$ cat config.mk
export PLATFORM = sky130hd
export DESIGN_NAME = qracc_seq_ctrl
export DESIGN_NICKNAME = d
export VERILOG_FILES = /design/src/rtl/qracc_seq_ctrl.sv
export SDC_FILE = /design/constraint.sdc
export NUM_CORES = 1
export LEC_CHECK = 0
export ABC_AREA = 1
export CORE_AREA = 2 2 77 134
export DETAILED_ROUTE_END_ITERATION = 12
export DIE_AREA = 0 0 79 136
export PLACE_DENSITY = 0.91
export SLEW_MARGIN = 20
export SYNTH_ARGS = -nofsm -noshare
export SYNTH_HDL_FRONTEND = slang
export SYNTH_SLANG_ARGS = --single-unit
$ cat constraint.sdc
create_clock -name clk -period 2.6 [get_ports clk]
set_input_delay 0.52 -clock clk [delete_from_list [all_inputs] [get_ports clk]]
set_output_delay 0.52 -clock clk [all_outputs]
set_load 0.01 [all_outputs]
$ cat src/rtl/qracc_seq_ctrl.sv
`default_nettype none
// ============================================================================
// Module   : qracc_seq_ctrl
// Purpose  : Job sequencer behind the QrAccelerator CSR block. It latches the
//            job configuration on start and issues rows x tiles row-fetch
//            requests on a valid/ready channel. It keeps at most MAX_OUT
//            requests in flight, which are retired by in-order responses.
//            It reports busy, done and error status back to the CSRs.
// Ports    : clk, rst            - clock, synchronous active-high reset
//            start_i, clear_i    - CSR trigger and soft clear (1-cycle pulses)
//            cfg_*_i             - rows per tile, tile count, base address
//            req_valid_o/req_ready_i/req_addr_o/req_last_o - fetch channel
//            resp_valid_i        - one in-order response per accepted request
//            busy_o, done_pulse_o, status_done_o, status_err_o - status
//            perf_cycles_o       - busy-cycle counter
// Options  : QRACC_SEQ_PERF_EN   - when defined, perf_cycles_o counts busy
//                                  cycles; otherwise it is tied to zero
// Revision : 1.0 - initial release
// ============================================================================
module qracc_seq_ctrl #(
  parameter int ADDR_W  = 16,
  parameter int CNT_W   = 12,
  parameter int MAX_OUT = 4
) (
  input  logic              clk,
  input  logic              rst,
  input  logic              start_i,
  input  logic              clear_i,
  input  logic [CNT_W-1:0]  cfg_num_rows_i,
  input  logic [CNT_W-1:0]  cfg_num_tiles_i,
  input  logic [ADDR_W-1:0] cfg_base_addr_i,
  output logic              req_valid_o,
  input  logic              req_ready_i,
  output logic [ADDR_W-1:0] req_addr_o,
  output logic              req_last_o,
  input  logic              resp_valid_i,
  output logic              busy_o,
  output logic              done_pulse_o,
  output logic              status_done_o,
  output logic              status_err_o,
  output logic [31:0]       perf_cycles_o
);

  localparam int              OUT_W     = $clog2(MAX_OUT + 1);
  localparam logic [OUT_W-1:0] MAX_OUT_C = OUT_W'(MAX_OUT);

  typedef enum logic [1:0] {
    IDLE  = 2'd0,
    ISSUE = 2'd1,
    DRAIN = 2'd2,
    DONE  = 2'd3
  } state_e;

  state_e            state_q, state_d;
  logic [ADDR_W-1:0] addr_q, addr_d;
  logic [CNT_W-1:0]  rows_q, rows_d;
  logic [CNT_W-1:0]  tiles_q, tiles_d;
  logic [CNT_W-1:0]  row_q, row_d;
  logic [CNT_W-1:0]  tile_q, tile_d;
  logic [OUT_W-1:0]  outs_q, outs_d;
  logic              sdone_q, sdone_d;
  logic              serr_q, serr_d;

  logic busy;
  logic req_valid;
  logic row_wrap;
  logic is_last;
  logic hs;

  // All request-side outputs are functions of registered state only, so they
  // cannot glitch with req_ready_i and stay stable while a request stalls.
  assign busy      = (state_q == ISSUE) || (state_q == DRAIN);
  assign req_valid = (state_q == ISSUE) && (outs_q < MAX_OUT_C);
  assign row_wrap  = (row_q == rows_q - CNT_W'(1));
  assign is_last   = row_wrap && (tile_q == tiles_q - CNT_W'(1));
  assign hs        = req_valid && req_ready_i;

  assign req_valid_o   = req_valid;
  assign req_addr_o    = addr_q;
  assign req_last_o    = req_valid && is_last;
  assign busy_o        = busy;
  assign done_pulse_o  = (state_q == DONE);
  assign status_done_o = sdone_q;
  assign status_err_o  = serr_q;

  always_comb begin
    state_d = state_q;
    addr_d  = addr_q;
    rows_d  = rows_q;
    tiles_d = tiles_q;
    row_d   = row_q;
    tile_d  = tile_q;
    outs_d  = outs_q;
    sdone_d = sdone_q;
    serr_d  = serr_q;

    // Simultaneous issue and retire cancel; retiring at zero saturates.
    if (hs && !resp_valid_i) begin
      outs_d = outs_q + OUT_W'(1);
    end else if (!hs && resp_valid_i && (outs_q != '0)) begin
      outs_d = outs_q - OUT_W'(1);
    end

    case (state_q)
      IDLE, DONE: begin
        if (state_q == DONE) begin
          state_d = IDLE;
        end
        if (start_i) begin
          rows_d  = cfg_num_rows_i;
          tiles_d = cfg_num_tiles_i;
          row_d   = '0;
          tile_d  = '0;
          if ((cfg_num_rows_i == '0) || (cfg_num_tiles_i == '0)) begin
            state_d = DONE;
            sdone_d = 1'b1;
            serr_d  = 1'b1;
          end else begin
            state_d = ISSUE;
            addr_d  = cfg_base_addr_i;
            sdone_d = 1'b0;
            serr_d  = 1'b0;
          end
        end
      end
      ISSUE: begin
        if (hs) begin
          addr_d = addr_q + ADDR_W'(1);
          if (row_wrap) begin
            row_d  = '0;
            tile_d = tile_q + CNT_W'(1);
          end else begin
            row_d  = row_q + CNT_W'(1);
          end
          if (is_last) begin
            state_d = DRAIN;
          end
        end
      end
      DRAIN: begin
        // outs_d already accounts for a final response arriving this cycle.
        if (outs_d == '0) begin
          state_d = DONE;
          sdone_d = 1'b1;
        end
      end
      default: state_d = IDLE;
    endcase

    // Soft clear overrides everything, including a same-cycle start.
    if (clear_i) begin
      state_d = IDLE;
      addr_d  = '0;
      rows_d  = '0;
      tiles_d = '0;
      row_d   = '0;
      tile_d  = '0;
      outs_d  = '0;
      sdone_d = 1'b0;
      serr_d  = 1'b0;
    end
  end

  always_ff @(posedge clk) begin
    if (rst) begin
      state_q <= IDLE;
      addr_q  <= '0;
      rows_q  <= '0;
      tiles_q <= '0;
      row_q   <= '0;
      tile_q  <= '0;
      outs_q  <= '0;
      sdone_q <= 1'b0;
      serr_q  <= 1'b0;
    end else begin
      state_q <= state_d;
      addr_q  <= addr_d;
      rows_q  <= rows_d;
      tiles_q <= tiles_d;
      row_q   <= row_d;
      tile_q  <= tile_d;
      outs_q  <= outs_d;
      sdone_q <= sdone_d;
      serr_q  <= serr_d;
    end
  end

`ifdef QRACC_SEQ_PERF_EN
  logic        start_ok;
  logic [31:0] perf_q, perf_d;

  assign start_ok = start_i && !clear_i && ((state_q == IDLE) || (state_q == DONE));

  // Survives clear_i so software can still read the aborted job's cost.
  always_comb begin
    perf_d = perf_q;
    if (start_ok) begin
      perf_d = '0;
    end else if (busy) begin
      perf_d = perf_q + 32'd1;
    end
  end

  always_ff @(posedge clk) begin
    if (rst) begin
      perf_q <= '0;
    end else begin
      perf_q <= perf_d;
    end
  end

  assign perf_cycles_o = perf_q;
`else
  assign perf_cycles_o = 32'd0;
`endif

  // A response with nothing in flight while a job is active means the
  // downstream block lost track of requests.
  a_resp_underflow: assert property (@(posedge clk) disable iff (rst)
    !(resp_valid_i && (outs_q == '0) && (state_q != IDLE)));

endmodule
`default_nettype wire
==> impl.org <==
** Critical path
- At the worst endpoint, the required time is 2.08 ns.
- Grouping stages by cell kind, the critical path spends the most delay in simple AND/OR/NAND/NOR gates.
- Count of buffer and inverter cells on the critical path :: 3
- In this run the worst path has a maximum fanout of 2.
- Critical register-to-register path endpoint :: row_q[7]
- Most common cell type on the critical path :: sky130_fd_sc_hd__inv_2
- Critical Path Start Type :: flop
- Worst setup EP type :: primary output
- Data on the critical path arrives at its endpoint at 2.14 ns.
- Path depth of the worst reg2reg path :: 17
- Critical-path top delay cell :: sky130_fd_sc_hd__dfxtp_2
- The worst setup path is of the flop to primary output kind.
- Crit path cell chain :: inv_2, ha_4, nand2_2, inv_2, nor3_4, nand2_1, nor2_2, nand3_2, a21oi_2, nand4_1, nor3b_2, buf_2
- Across all register-to-register paths, the minimum setup slack is 0.16 ns.
- In this run the critical register-to-register path is launched from rows_q[0].
- Critical path's largest stage delay :: 0.34 ns

** Floorplan
- In this run the standard cell core region covers 9730 um2.
- 100 I/O pins were placed.
- The floorplan step defined a die boundary enclosing 10700 um2.
- Die H :: 136 um
- Die outline width :: 79 um
- The floorplan has 48 rows.
- Initial core utilization :: 51.8%

** GRT
- The first global-routing pass estimated 23700 um of wire.
- Via count of the first global-routing pass :: 5306
- Total overflow reported by the global router :: 0
- Entering global routing, the biggest net connects 42 pins.
- Overall track demand over capacity in global routing :: 27.9%
- Initial antenna violation count :: 0

** Drt
- Pre-Repair DR Iteration Count :: 6
- Starting DRC count in detailed routing :: 470
- DRC violation count after routing :: 0
- The routed design has 15000 um of wire.
- Dividing the detail-routed via count by the number of cells gives 5.49.
- Dividing the detail-routed wire length by the instance count gives 14.7 um.
- Total number of vias :: 5579
- Count of antenna-violating nets left after detailed routing :: 0

** Final layout
- Fill count :: 789
- Once layout is complete, the cells apart from fillers number 1016.
- Final Core Density :: 66.1%
- After routing the design area is 6430 um2.
- For this run, the post-layout net count is 943.
- Of the cells placed in the final design, the portion with a size suffix greater than 1 is 12.3%.
- Layout area overhead :: 27.7%
- Antenna cell count :: 0

** Synth
- Counting flops with a built-in enable in the synthesized netlist gives 0.
- Mean area per synthesized cell :: 6.42 um2
- Combinational family with the most area after synthesis :: simple AND/OR/NAND/NOR gates
- Unique cell type count in the Yosys netlist :: 42
- Synthesized-area fraction occupied by and/or/nand/nor cells :: 33.9%
- In the synthesized netlist the dominant register cell turns out to be sky130_fd_sc_hd__dfxtp_1.
- Parity-gate share of the synthesized area counting xor and xnor cells :: 7.87%
- Yosys top cell area share :: 28.2%
- Warning count from the yosys run :: 0
- The synthesized netlist devotes 14.3% of its cell area to compound gates.
- Area leader, netlist :: sky130_fd_sc_hd__dfxtp_1
- Cell area after technology mapping :: 5040 um2
- Number of synthesized register bits :: 71
- Main area contributors after synthesis :: sky130_fd_sc_hd__dfxtp_1 (28%), sky130_fd_sc_hd__nand2_1 (12%), sky130_fd_sc_hd__nor2_1 (8.3%), sky130_fd_sc_hd__a21oi_1 (6.5%), sky130_fd_sc_hd__nand3_1 (5.9%)
- Sequential area share after synthesis :: 28.2%
- Synth Area in Adders :: 2.73%
- Multiplexer cells account for 0% of the synthesized area.
- Counting flops with an async set or reset pin after synthesis yields a share of 0%.
- The cell count after synthesis came out at 785.

** STA
- RSZ-0062 raised after global routing :: yes
- The number of failing hold endpoints at the final stage came to 0.
- Final Worst Setup Slack :: -0.0613 ns
- After routing, the total negative slack on setup checks comes to -0.0613 ns.
- On the final layout, the worst hold slack is 0.487 ns.
- Time the worst path needs with I/O delays and setup :: 2.66 ns
- Final-report max-slew violation count :: 0
- In the finished design, the share of the clock period the worst path needs comes to 102%.
- Maximum operating frequency :: 376 MHz
- Number of setup violations in the final report :: 1
- Between clock sinks in the finished design, the worst skew comes to 0.00629 ns.

** Min path
- Worst Min Path Start :: status_done_o
- The worst hold path was traced through 2 stages.
- The min-delay analysis places its worst path in the category flop to flop.
- Worst min-delay path endpoint :: status_done_o

** Placement
- The placed instances occupy a cell area of 5970 um2.
- Number of placed cells counting well taps :: 993
- Dpl ws :: -0.204 ns
- I/O Buffers :: 67
- Detailed placement finished with a half-perimeter wire length of 10500 um.
- Global placer's final weighted congestion :: 0.975

** Clock network
- TritonCTS built the clock tree.
- Max H-tree Level :: 3
- For the worst-skew pair, the clock arrives at the later sink with an insertion delay of 0.34 ns.
- TritonCTS sink count :: 71
- Largest buffer count on any clock path :: 2
- Clock transition at path regs :: 0.06 ns
- TritonCTS Buffers :: 9
- Hold-fix buffer count after cts :: 0
- Library cell used as clock root buffer :: sky130_fd_sc_hd__clkbuf_16

** Power and ir drop
- Total Power :: 3.58 mW
- Leakage power :: 2.70 nW
- Across the VDD grid, the largest voltage drop is 389 uV.
- For this design the ratio of total power to cell area is 557 nW/um2.

** Run status
- Result of the run :: finished, violations left
- Violated checks :: negative setup slack

** Job
- Max-cap violation count :: 0
## state kept, by name (all words and copies together), names as in the netlist
name / flops
state_q: 2
tile_q: 12
req_addr_o: 16
tiles_q: 12
outs_q: 3
status_err_o: 1
status_done_o: 1
row_q: 12
rows_q: 12
## layer usage
metal	track usage, %	share of wire, %	vias up
met5	0	0	-
met1	28.4	36	2554
met4	17.5	5.2	0
met3	7.10	6.9	70
met2	49.7	52	264
li1	-	-	2691
## timing repair
action	CTS	global route
pin swaps	9	6
cloned	0	0
endpoints found under the setup margin	1	13
setup buffers	3	4
resized for setup	12	17
## area by class of cell
cell class / count / area (um2) / share of cell area (%)
multi-input combinational: 609 / 3160 / 49.0
sequential: 71 / 1420 / 22.1
timing repair buffer: 120 / 1080 / 16.8
inverter: 75 / 284 / 4.41
clock buffer: 10 / 239 / 3.71
tap: 125 / 156 / 2.43
clock inverter: 6 / 91.3 / 1.42
## worst max-delay path by stage
stage                     from  slack (ns)          to  depth (start not counted)
finish               rows_q[0]       -0.06  req_last_o                         12
global route         rows_q[0]       -0.21  req_last_o                         12
CTS                 tiles_q[1]      0.0003  req_last_o                         10
detailed placement   rows_q[0]       -0.20  req_last_o                         12
global placement     rows_q[0]       -0.13  req_last_o                         12
floorplan            rows_q[1]        0.33  req_last_o                         11
## cell families (layout without fill, tap and decap cells)
family	count (synthesis)	count (layout)
simple gates	388	388
flops	71	71
fa+ha+maj	11	11
xor+xnor	42	42
other cells	1	32
compound gates	136	136
buf+inv	136	211
## cells in the mapped netlist (all sizes together), types with 2 or more instances
cell    instances
a31oi           5
a21oi          65
xor2           29
or2             3
nand2         169
a211oi          2
ha             11
o21bai          3
clkinv          2
nand3          60
nand4          18
nor4            7
nor2          117
buf            40
o211ai          3
xnor2          12
clkbuf         21
o21ai          54
nor3b           3
dfxtp          71
nor3            9
inv            73
## power by group
part | total (mW) | leakage (nW) | switching [mW] | internal (mW)
clock network | 1.37 | 0.163 | 0.504 | 0.871
registers | 1.20 | 0.578 | 0.0585 | 1.14
logic | 1.01 | 1.96 | 0.593 | 0.421
## worst reg2reg max path: cells and delay by family (launching register included)
kind / cells / cell delay (ns)
simple gates: 8 / 0.84
buf+inv: 7 / 0.82
flops: 1 / 0.34
fa+ha+maj: 1 / 0.24
compound gates: 1 / 0.08
## placed cells by master, fill, tap and decap left out, types with 11 or more instances in the layout
| cell | count |
|---|---|
| sky130_fd_sc_hd__nand2_1 | 162 |
| sky130_fd_sc_hd__nor2_1 | 105 |
| sky130_fd_sc_hd__dfxtp_1 | 69 |
| sky130_fd_sc_hd__inv_1 | 67 |
| sky130_fd_sc_hd__clkdlybuf4s50_1 | 66 |
| sky130_fd_sc_hd__a21oi_1 | 63 |
| sky130_fd_sc_hd__nand3_1 | 58 |
| sky130_fd_sc_hd__o21ai_0 | 54 |
| sky130_fd_sc_hd__buf_4 | 51 |
| sky130_fd_sc_hd__conb_1 | 32 |
| sky130_fd_sc_hd__xor2_1 | 28 |
| sky130_fd_sc_hd__nand4_1 | 18 |
| sky130_fd_sc_hd__xnor2_1 | 11 |
Power figures use the tool's default switching activity.
==> patch (same flow settings) <==
The 4 states of `state_e` get a Gray code encoding in 2 bits.
--- a/src/rtl/qracc_seq_ctrl.sv
+++ b/src/rtl/qracc_seq_ctrl.sv
@@ -46,8 +46,8 @@
 
   typedef enum logic [1:0] {
-    IDLE  = 2'd0,
-    ISSUE = 2'd1,
-    DRAIN = 2'd2,
-    DONE  = 2'd3
+    IDLE  = 2'b00,
+    ISSUE = 2'b01,
+    DRAIN = 2'b11,
+    DONE  = 2'b10
   } state_e;
 
Behaviour: same outputs for any inputs over 4 cycles, from zero or initial values; so few cycles prove little.
==> patch against the unedited design <==
- the flow still finishes with violations (negative setup slack)
- clock skew is 2.0 ps higher
- worst setup slack worse by 5.8 ps
- sequential share of layout area is 0.82 points higher
- sequential cell count stayed put
- first-iteration DRC count is 10% lower
- sequential power is 3% lower
- area after synthesis is 3.6% lower
- cell area is 3.4% lower
- wire length is 7.8% lower
- count of clock-buffer cells in the layout is 1 lower
- power is 16% lower
- combinational power is 32% lower
- largest cell class unchanged
==> patch: results (changes against the unedited design) <==
Outcome:
- The flow ran to the end, but the final reports show violations.
- The final reports fail on negative setup slack.

Yosys:
- By area the synthesized netlist is led by sky130_fd_sc_hd__dfxtp_1 (29%), sky130_fd_sc_hd__nand2_1 (12%), sky130_fd_sc_hd__nor2_1 (9.1%).
- The sequential-to-total area share from yosys stat was 29.3% (+1.1 points).
- The distinct cell type count of the synthesized netlist is 39 (-7.1%).
- Ranked by instance count, the synthesized netlist is headed by sky130_fd_sc_hd__nand2_1 (149), sky130_fd_sc_hd__nor2_1 (118), sky130_fd_sc_hd__dfxtp_1 (71), sky130_fd_sc_hd__inv_1 (65), sky130_fd_sc_hd__nand3_1 (56).

Pwr:
- The reported net switching power is 0.930 mW (-19%).
- The peak ir drop on the vdd network was 0.381 mV (-2.1%).
- The cell leakage power is 2.60 nW (-3.6%).

STA:
- The final worst setup slack came to -67.2 ps (-5.83 ps).
- The final-report setup violation count is 1 (unchanged).
- The worst pin sits at a relative slew slack of 64.0%.
- The post-route clock skew was 8.31 ps (+2.03 ps).

Placed design:
- The post-detailed-placement cell area was 0.00586 mm² (-1.8%).
- The half-perimeter wire length after placement was 9.74 mm (-7.0%).
- The routability-driven placement congestion ratio is 0.896 (-8.1%).

Global routing:
- The largest net degree at the start of global routing was 35 (-17%).
- The combined global-route utilization of all metal layers was 25.4% (-2.5 points).
- The via count of the first global-routing pass is 5063 (-4.6%).
- The global-route wire length before repair came to 22.0 mm (-7.6%).

Clocking:
- The post-CTS setup repair buffer count is 0 (-3).

Detailed routing:
- The first-pass detailed-route iteration total was 8 (+2).
- The initial DRC count is 422 (-10%).
- The average wire per cell in the routed design was 14.0 µm (-5.2%).
- The number of vias after detailed routing came to 5331 (-4.4%).

Worst setup path:
- The number of cell instances on the worst register-to-register path is 13 (-4).
- The startpoint of the most critical register-to-register path is rows_q[2]$_SDFFE_PP0P_.
- The slowest stage of the critical path belongs to the cell sky130_fd_sc_hd__dfxtp_1.
- Tracing the worst setup path back leads to its startpoint at tiles_q[3]$_SDFFE_PP0P_.
- The endpoint identified for the worst register-to-register timing path is row_q[8]$_SDFFE_PP0P_.
- The maximum net fanout on the critical path is 4 (+2).
- The register-to-register setup slack is 300 ps (+140 ps).

Final layout:
- The fraction of layout cells with a size suffix above 1 is 13.7% (+1.3 points).
- The layout filler cell count is 806 (+2.2%).
- The flip-flop count of the largest register, all copies and words added is 16 (unchanged).
- The final net count is 912 (-3.3%).
[patch: layout make-up]
class                           count  area share [%]
Inverter                           69            4.17
Multi-Input combinational cell    583            48.3
Timing Repair Buffer              124            17.6
Sequential cell                    71            23.0
Tap cell                          125            2.52
Clock inverter                      7           0.805
Clock buffer                        9            3.62
[patch: worst min path at each step]
stage	from	end	slack [ps]	cells after the start
after floorplan	rows_q[1]$_SDFFE_PP0P_	rows_q[1]$_SDFFE_PP0P_	460	2
after global placement	status_done_o$_SDFFE_PP0P_	status_done_o$_SDFFE_PP0P_	440	2
after detailed placement	status_done_o$_SDFFE_PP0P_	status_done_o$_SDFFE_PP0P_	450	2
after CTS	status_done_o$_SDFFE_PP0P_	status_done_o$_SDFFE_PP0P_	470	2
after global routing	status_done_o$_SDFFE_PP0P_	status_done_o$_SDFFE_PP0P_	510	2
final	status_done_o$_SDFFE_PP0P_	status_done_o$_SDFFE_PP0P_	470	2
[patch: logic make-up (layout without fill, tap and decap cells)]
logic type      Yosys count  count (layout)  synth area share [%]
simple gates            381             381                  34.8
other cells               1              32                0.0772
flops                    71              71                  29.3
xor+xnor                 44              44                  7.94
compound gates          118             118                  12.9
buf+inv                 127             209                  12.9
fa+ha+maj                 8               8                  2.06
[patch: stage by stage]
| step | TNS (ps) | utilization [%] | hold slack, ps | instances | power (mW) |
|---|---|---|---|---|---|
| 2_1_floorplan | 0 | - | 459 | 781 | 1.60 |
| 3_3_place_gp | -272 | 60.2 | 444 | 972 | 1.82 |
| 3_5_place_dp | -280 | 60.2 | 452 | 972 | 1.84 |
| 4_1_cts | -189 | 63.4 | 466 | 988 | 2.99 |
| 5_1_grt | -193 | 63.9 | 510 | 988 | 3.13 |
| 6_report | -67.2 | 63.9 | 466 | 988 | 3.00 |
[patch: worst reg2reg max path: cells and delay by family, from the launching register on]
kind / cells / cell delay (ps)
DFF: 1 / 340
AOI/OAI and AO/OA: 1 / 110
buffers and inverters: 2 / 290
and+or+nand+nor: 10 / 1480
[patch: power by group through the flow]
stage	sequential (mW)	combinational (mW)	clock, mW
6_report	1.16	0.690	1.15
5_1_grt	1.17	0.761	1.20
4_1_cts	1.16	0.668	1.16
3_5_place_dp	1.18	0.653	0
3_3_place_gp	1.18	0.639	0
2_1_floorplan	1.18	0.417	0
[patch: timing repair]
| item | in CTS | in global routing |
|---|---|---|
| setup endpoints to repair | 1 | 1 |
| hold buffers | 0 | 0 |
| resized for setup | 13 | 13 |
| pin swaps | 6 | 11 |
[patch: layer usage]
metal	GRT usage [%]	part of all wire (%)	routed length, µm
met4	14.6	3.8	524
met5	0	0	0
met2	48.4	53	7330
met1	25.4	37	5160
met3	4.05	5.5	763
